[config.mk]
export PLATFORM = sky130hd
export DESIGN_NAME = noc_demux_pipe_flat
export DESIGN_NICKNAME = d
export VERILOG_FILES = /design/src/rtl/noc_demux_pipe_pkg.sv /design/src/rtl/noc_demux_pipe_if.sv /design/src/rtl/noc_demux_pipe_fifo.sv /design/src/rtl/noc_demux_pipe.sv /design/src/flat_wrapper.sv
export SDC_FILE = /design/constraint.sdc
export NUM_CORES = 1
export LEC_CHECK = 0
export CORE_ASPECT_RATIO = 0.9
export CORE_UTILIZATION = 45
export CTS_CLUSTER_DIAMETER = 60
export DETAILED_ROUTE_END_ITERATION = 8
export GPL_TIMING_DRIVEN = 0
export PLACE_DENSITY = 0.79
export SKIP_LAST_GASP = 1
export SLEW_MARGIN = 20
export SYNTH_ARGS = -nofsm -noshare
export SYNTH_HDL_FRONTEND = slang
export SYNTH_HIERARCHICAL = 1
export SYNTH_SLANG_ARGS = --single-unit
[constraint.sdc]
create_clock -name CLK -period 24.9 [get_ports CLK]
set_input_delay 2.49 -clock CLK [delete_from_list [all_inputs] [get_ports CLK]]
set_output_delay 2.49 -clock CLK [all_outputs]
set_load 0.01 [all_outputs]
[src/rtl/noc_demux_pipe_pkg.sv]
// noc_pkg: shared NOC beat type, header field offsets and demux state encoding
package noc_pkg;
  typedef logic [143:0] NOCDataH;
  localparam int DEST_LSB = 0;
  localparam int LEN_LSB = 8;
  localparam logic [7:0] BCAST_ID = 8'hFF;
  typedef enum logic [1:0] {IDLE, LOCAL, FWD, BCAST} demux_state_t;
endpackage

[src/rtl/noc_demux_pipe_if.sv]
// PipeIn/PipeOut: enq-style push stream and deq-style pull stream handshakes
interface PipeIn #(parameter int WIDTH = 144);
  logic enq__ENA;
  logic [WIDTH-1:0] enq_v;
  logic enq__RDY;
  modport server(input enq__ENA, enq_v, output enq__RDY);
  modport client(output enq__ENA, enq_v, input enq__RDY);
endinterface

interface PipeOut #(parameter int WIDTH = 144);
  logic deq__ENA;
  logic [WIDTH-1:0] deq_v;
  logic deq__RDY;
  modport server(input deq__ENA, output deq_v, deq__RDY);
  modport client(output deq__ENA, input deq_v, deq__RDY);
endinterface

[src/rtl/noc_demux_pipe_fifo.sv]
// noc_fifo: power-of-two FIFO with registered full/empty flags
module noc_fifo #(
  parameter int WIDTH = 144,
  parameter int DEPTH = 2
) (
  input logic CLK,
  input logic nRST,
  PipeIn.server in,
  PipeOut.server out
);
  localparam int AW = $clog2(DEPTH);
  logic [WIDTH-1:0] mem [DEPTH];
  logic [AW-1:0] wrPtr, rdPtr;
  logic full, empty, doPush, doPop;
  assign doPop = out.deq__ENA && !empty;
  assign doPush = in.enq__ENA && (!full || doPop);
  assign in.enq__RDY = !full;
  assign out.deq__RDY = !empty;
  assign out.deq_v = mem[rdPtr];
  always_ff @(posedge CLK)
    if (doPush) mem[wrPtr] <= in.enq_v;
  always_ff @(posedge CLK or negedge nRST)
    if (!nRST) begin
      wrPtr <= '0;
      rdPtr <= '0;
      full <= 1'b0;
      empty <= 1'b1;
    end else begin
      if (doPush) wrPtr <= wrPtr + AW'(1);
      if (doPop) rdPtr <= rdPtr + AW'(1);
      if (doPush != doPop) begin
        full <= doPush && (wrPtr + AW'(1) == rdPtr);
        empty <= doPop && (rdPtr + AW'(1) == wrPtr);
      end
    end
endmodule

[src/rtl/noc_demux_pipe.sv]
// noc_demux_pipe: routes packets by header dest to local out, forward FIFO, or both
module noc_demux_pipe
  import noc_pkg::*;
#(
  parameter int WIDTH = 144,
  parameter logic [7:0] MY_ID = 8'h00,
  parameter int FWD_DEPTH = 2
) (
  input logic CLK,
  input logic nRST,
  PipeIn.server in,
  PipeIn.client out,
  PipeIn.client forward
);
  demux_state_t state, route, hdrRoute;
  logic [7:0] remain, dest, len;
  logic inRdy, accept, fifoFull;
  PipeIn #(.WIDTH(WIDTH)) fifoIn();
  PipeOut #(.WIDTH(WIDTH)) fifoOut();
  noc_fifo #(.WIDTH(WIDTH), .DEPTH(FWD_DEPTH)) fwdFifo (
    .CLK(CLK),
    .nRST(nRST),
    .in(fifoIn),
    .out(fifoOut)
  );
  assign dest = in.enq_v[DEST_LSB +: 8];
  assign len = in.enq_v[LEN_LSB +: 8];
  assign fifoFull = !fifoIn.enq__RDY;
  always_comb begin
    hdrRoute = dest == MY_ID ? LOCAL : dest == BCAST_ID ? BCAST : FWD;
    route = state == IDLE ? hdrRoute : state;
    inRdy = nRST && (state == LOCAL ? out.enq__RDY :
                     state == FWD ? !fifoFull : out.enq__RDY && !fifoFull);
    accept = in.enq__ENA && inRdy;
  end
  assign in.enq__RDY = inRdy;
  assign out.enq__ENA = accept && route != FWD;
  assign out.enq_v = out.enq__ENA ? in.enq_v : '0;
  assign fifoIn.enq__ENA = accept && route != LOCAL;
  assign fifoIn.enq_v = in.enq_v;
  assign forward.enq__ENA = nRST && fifoOut.deq__RDY;
  assign forward.enq_v = fifoOut.deq_v;
  assign fifoOut.deq__ENA = forward.enq__ENA && forward.enq__RDY;
  always_ff @(posedge CLK or negedge nRST)
    if (!nRST) begin
      state <= IDLE;
      remain <= '0;
    end else if (accept) begin
      if (state == IDLE) begin
        remain <= len;
        state <= len == 8'd0 ? IDLE : hdrRoute;
      end else begin
        remain <= remain - 8'd1;
        if (remain == 8'd1) state <= IDLE;
      end
    end
endmodule

[src/flat_wrapper.sv]
// flat-port wrapper written by rule: the top's interface ports become plain ports
module noc_demux_pipe_flat import noc_pkg::*;
#(
  parameter int WIDTH = 144,
  parameter logic [7:0] MY_ID = 8'h00,
  parameter int FWD_DEPTH = 2
)
  (CLK, nRST, in_enq__ENA, in_enq_v, in_enq__RDY, out_enq__ENA, out_enq_v, out_enq__RDY, forward_enq__ENA, forward_enq_v, forward_enq__RDY);
  PipeIn #(.WIDTH(WIDTH)) in_i ();
  PipeIn #(.WIDTH(WIDTH)) out_i ();
  PipeIn #(.WIDTH(WIDTH)) forward_i ();
  input logic CLK;
  input logic nRST;
  input wire logic [$bits(in_i.enq__ENA)-1:0] in_enq__ENA;
  input wire logic [$bits(in_i.enq_v)-1:0] in_enq_v;
  output wire logic [$bits(in_i.enq__RDY)-1:0] in_enq__RDY;
  output wire logic [$bits(out_i.enq__ENA)-1:0] out_enq__ENA;
  output wire logic [$bits(out_i.enq_v)-1:0] out_enq_v;
  input wire logic [$bits(out_i.enq__RDY)-1:0] out_enq__RDY;
  output wire logic [$bits(forward_i.enq__ENA)-1:0] forward_enq__ENA;
  output wire logic [$bits(forward_i.enq_v)-1:0] forward_enq_v;
  input wire logic [$bits(forward_i.enq__RDY)-1:0] forward_enq__RDY;
  assign in_i.enq__ENA = in_enq__ENA;
  assign in_i.enq_v = in_enq_v;
  assign in_enq__RDY = in_i.enq__RDY;
  assign out_enq__ENA = out_i.enq__ENA;
  assign out_enq_v = out_i.enq_v;
  assign out_i.enq__RDY = out_enq__RDY;
  assign forward_enq__ENA = forward_i.enq__ENA;
  assign forward_enq_v = forward_i.enq_v;
  assign forward_i.enq__RDY = forward_enq__RDY;
  noc_demux_pipe #(.WIDTH(WIDTH), .MY_ID(MY_ID), .FWD_DEPTH(FWD_DEPTH)) u_core (.CLK(CLK), .nRST(nRST), .in(in_i), .out(out_i), .forward(forward_i));
endmodule
==> results.yml <==
outcome:
  status: "finished clean"
critical_path:
  cp_max_fo: 18
  reg2reg_depth: 11
  crit_path_end_kind: "output port"
  worstReg2RegEnd: "u_core/fwdFifo/mem[0][12]$_DFFE_PP_"
  worstPathArrival_ps: 6010
  r2r-start: "u_core/state[1]$_DFFE_PN0P_"
  cp-start-kind: "primary input"
  worstPathRequired_ps: 22410
  crit_chain: "clkdlybuf4s50_1, nand2_1, a21o_1, buf_2, clkbuf_1, buf_2, a211oi_1, clkdlybuf4s50_1"
  cpMaxStageDelayCell: "clkdlybuf4s50_1"
  regToRegSetupSlack_ps: 21380
  worstSetupPathType: "primary input to output port"
  critPathMaxStageDelay_ps: 970
layout:
  syn_to_final_growth_pct: 46.0
  fin_nets: 1536
  drive_gt1_share_pct: 20.9
  n_fill_cell: 2104
  design_area_mm2: 0.0198
  utilization_pct: 67.7
  final_cells: 1807
grt:
  grt_pass1_wl_um: 56200
  grt-ovfl-total: 0
  grt_pass1_vias: 9560
  grt_max_degree: 27
  grt_usage_pct: 24.3
  antenna_found_initial: 2
die:
  coreArea_mm2: 0.0292
  start_util_pct: 46.4
  die_y_um: 167
  ios: 440
  dieArea_mm2: 0.0308
  die_w_um: 185
  rows: 59
timing:
  fin_crit_sh_pct: 34.1
  finClkSkew_ps: 14.1
  fin_setup_tns_ps: 0
  hold_viol: 0
  relSlewSlack_pct: 25.2
  setup_viol: 0
  whs_ps: 501
  tightest_slew_ps: 1120
  period_needed_ps: 8500
  slew_violations: 0
  timing.final.ws_setup_ps: 16400
  fmax_mhz: 118
  rsz0062_at_grt: "false"
clock_tree:
  htree_levels: 2
  clkLatencyLatePin_ps: 500
  cts_buffer_depth: 3
  numCtsBuffers: 35
  cts_tree: "yes"
  ctsResizeCount: 0
  hold_buffers: 0
  path_clk_slew_ps: 60
  cts_setup_buffers: 0
  cts-root-buf: "clkbuf_16"
  cts_sinks: 302
worst_hold_path:
  hp-class: "flip-flop to flip-flop"
  whs_endpoint: "u_core/fwdFifo/empty$_DFFE_PN1P_"
  min_delay_path_depth: 2
  hp-start: "u_core/fwdFifo/empty$_DFFE_PN1P_"
logic_synthesis:
  netlist_area_mm2: 0.0136
  ys.flop_type: "edfxtp_1"
  synth_warnings: 6
  postSynthNetCount: 1048
  synth_top_cells_by_count: "288 x edfxtp_1, 153 x inv_1, 145 x mux2_2"
  syn-mean-instance-area_um2: 15.1
  synth_top_area_cell: "edfxtp_1"
  synth_cell_types: 43
  yosys_register_bits: 302
  synth_area_leaders: "edfxtp_1 64%, mux2_2 12%, a211oi_1 5.6%"
  yosys.area.top_type_share_pct: 63.8
  synthArstFlopShare_pct: 4.64
  syn_inst: 897
  synth_edf_count: 288
  synth_top_family_by_area: "multiplexers"
  yosys.area_share.xor_xnor_pct: 0.194
  yosysMostFrequentCell: "edfxtp_1"
  muxShareOfSynthArea_pct: 12.2
  seq_area_frac_synth_pct: 66.4
  synth_compound_area_share_pct: 11.8
  synth_fa_ha_area_share_pct: 0.185
  post_synth_and_or_nand_nor_area_fraction_pct: 1.62
pwr:
  power_mw: 1.76
  p_per_area_mw_per_mm2: 89.1
  power_leakage_nw: 6.87
  ir_worst_vdd_mv: 0.0531
placement:
  gp_congestion: 0.839
  placedCellCount: 1744
  portBuffers: 439
  dp_slack_ps: 16320
  hpwlAfterDp_um: 27300
  placed_area_mm2: 0.0187
routing:
  vias_per_cell: 5.19
  drc: 0
  drtAntennaViolNets: 0
  dr.pass1.iters: 5
  vias: 9373
  drt-wirelength-per-cell_um: 20.9
  drt_iter0_drc: 487
  totalWireLength_um: 37800
flow_run:
  maxCapViolations: 0
[layout make-up]
class | instances | area (µm²) | area share, %
Inverter | 153 | 574 | 2.90
Sequential cell | 302 | 9000 | 45.5
Clock inverter | 17 | 108 | 0.544
Buffer | 68 | 457 | 2.31
Multi-Input combinational cell | 374 | 3540 | 17.9
Clock buffer | 44 | 952 | 4.81
Tap cell | 396 | 495 | 2.50
Antenna cell | 2 | 5.00 | 0.0253
Timing Repair Buffer | 451 | 4660 | 23.6
[power breakdown]
part	internal [mW]	switching [mW]	total, mW
registers	0.612	0.0211	0.634
logic	0.331	0.323	0.654
clock network	0.281	0.195	0.476
total	1.22	0.539	1.76
[worst max-delay path: cells and delay by family]
kind / cells / cell delay (ps)
buffers and inverters: 5 / 2540
AO/OA/AOI/OAI: 2 / 550
AND/OR/NAND/NOR: 1 / 430
[registers in the layout, summed over array words and instances (netlist names)]
signal	cells
u_core/fwdFifo/mem	288
u_core/remain	8
u_core/state	2
u_core/fwdFifo/empty	1
u_core/fwdFifo/wrPtr	1
u_core/fwdFifo/rdPtr	1
u_core/fwdFifo/full	1
[worst max-delay path by stage]
| stage | startpoint | endpoint | slack [ps] | cells past startpoint |
|---|---|---|---|---|
| floorplan | in_enq__ENA | u_core/fwdFifo/mem[0][0]$_DFFE_PP_ | 14460 | 8 |
| finish | nRST | out_enq_v[87] | 16400 | 8 |
| global route | nRST | out_enq_v[87] | 16030 | 8 |
| CTS | nRST | out_enq_v[87] | 16290 | 8 |
| detailed placement | nRST | out_enq_v[87] | 16320 | 8 |
| global placement | nRST | u_core/fwdFifo/mem[0][70]$_DFFE_PP_ | 8950 | 9 |
[logic make-up after synthesis]
| logic type | after synthesis |
|---|---|
| compound gates | 183 |
| xor+xnor | 3 |
| fa+ha+maj | 2 |
| buf+inv | 221 |
| flops | 302 |
| mux | 147 |
| simple gates | 39 |
[layer usage]
layer | GRT usage [%] | share of wire (%) | vias up
li1 | - | - | 4339
met1 | 29.0 | 38 | 4564
met2 | 41.8 | 50 | 388
met3 | 6.10 | 7.5 | 82
met4 | 9.56 | 3.6 | 0
met5 | 0 | 0 | -
[cell usage in the layout (no fill, tap or decap), types with 3 or more instances in the layout]
cell / n
a211oi_1: 101
a211oi_2: 49
a21oi_1: 8
a31oi_1: 4
buf_12: 8
buf_16: 4
buf_2: 9
buf_6: 12
clkbuf_1: 44
clkbuf_16: 37
clkbuf_8: 10
clkdlybuf4s50_1: 439
clkinv_1: 7
clkinv_2: 7
dfrtp_1: 13
edfxtp_1: 288
inv_1: 153
mux2_2: 145
nand2_1: 3
nand3_1: 3
nor2_1: 12
nor2_4: 3
nor4_1: 3
o21ai_0: 4
o22a_1: 5
Note: power is estimated with default switching activity, not from simulation.
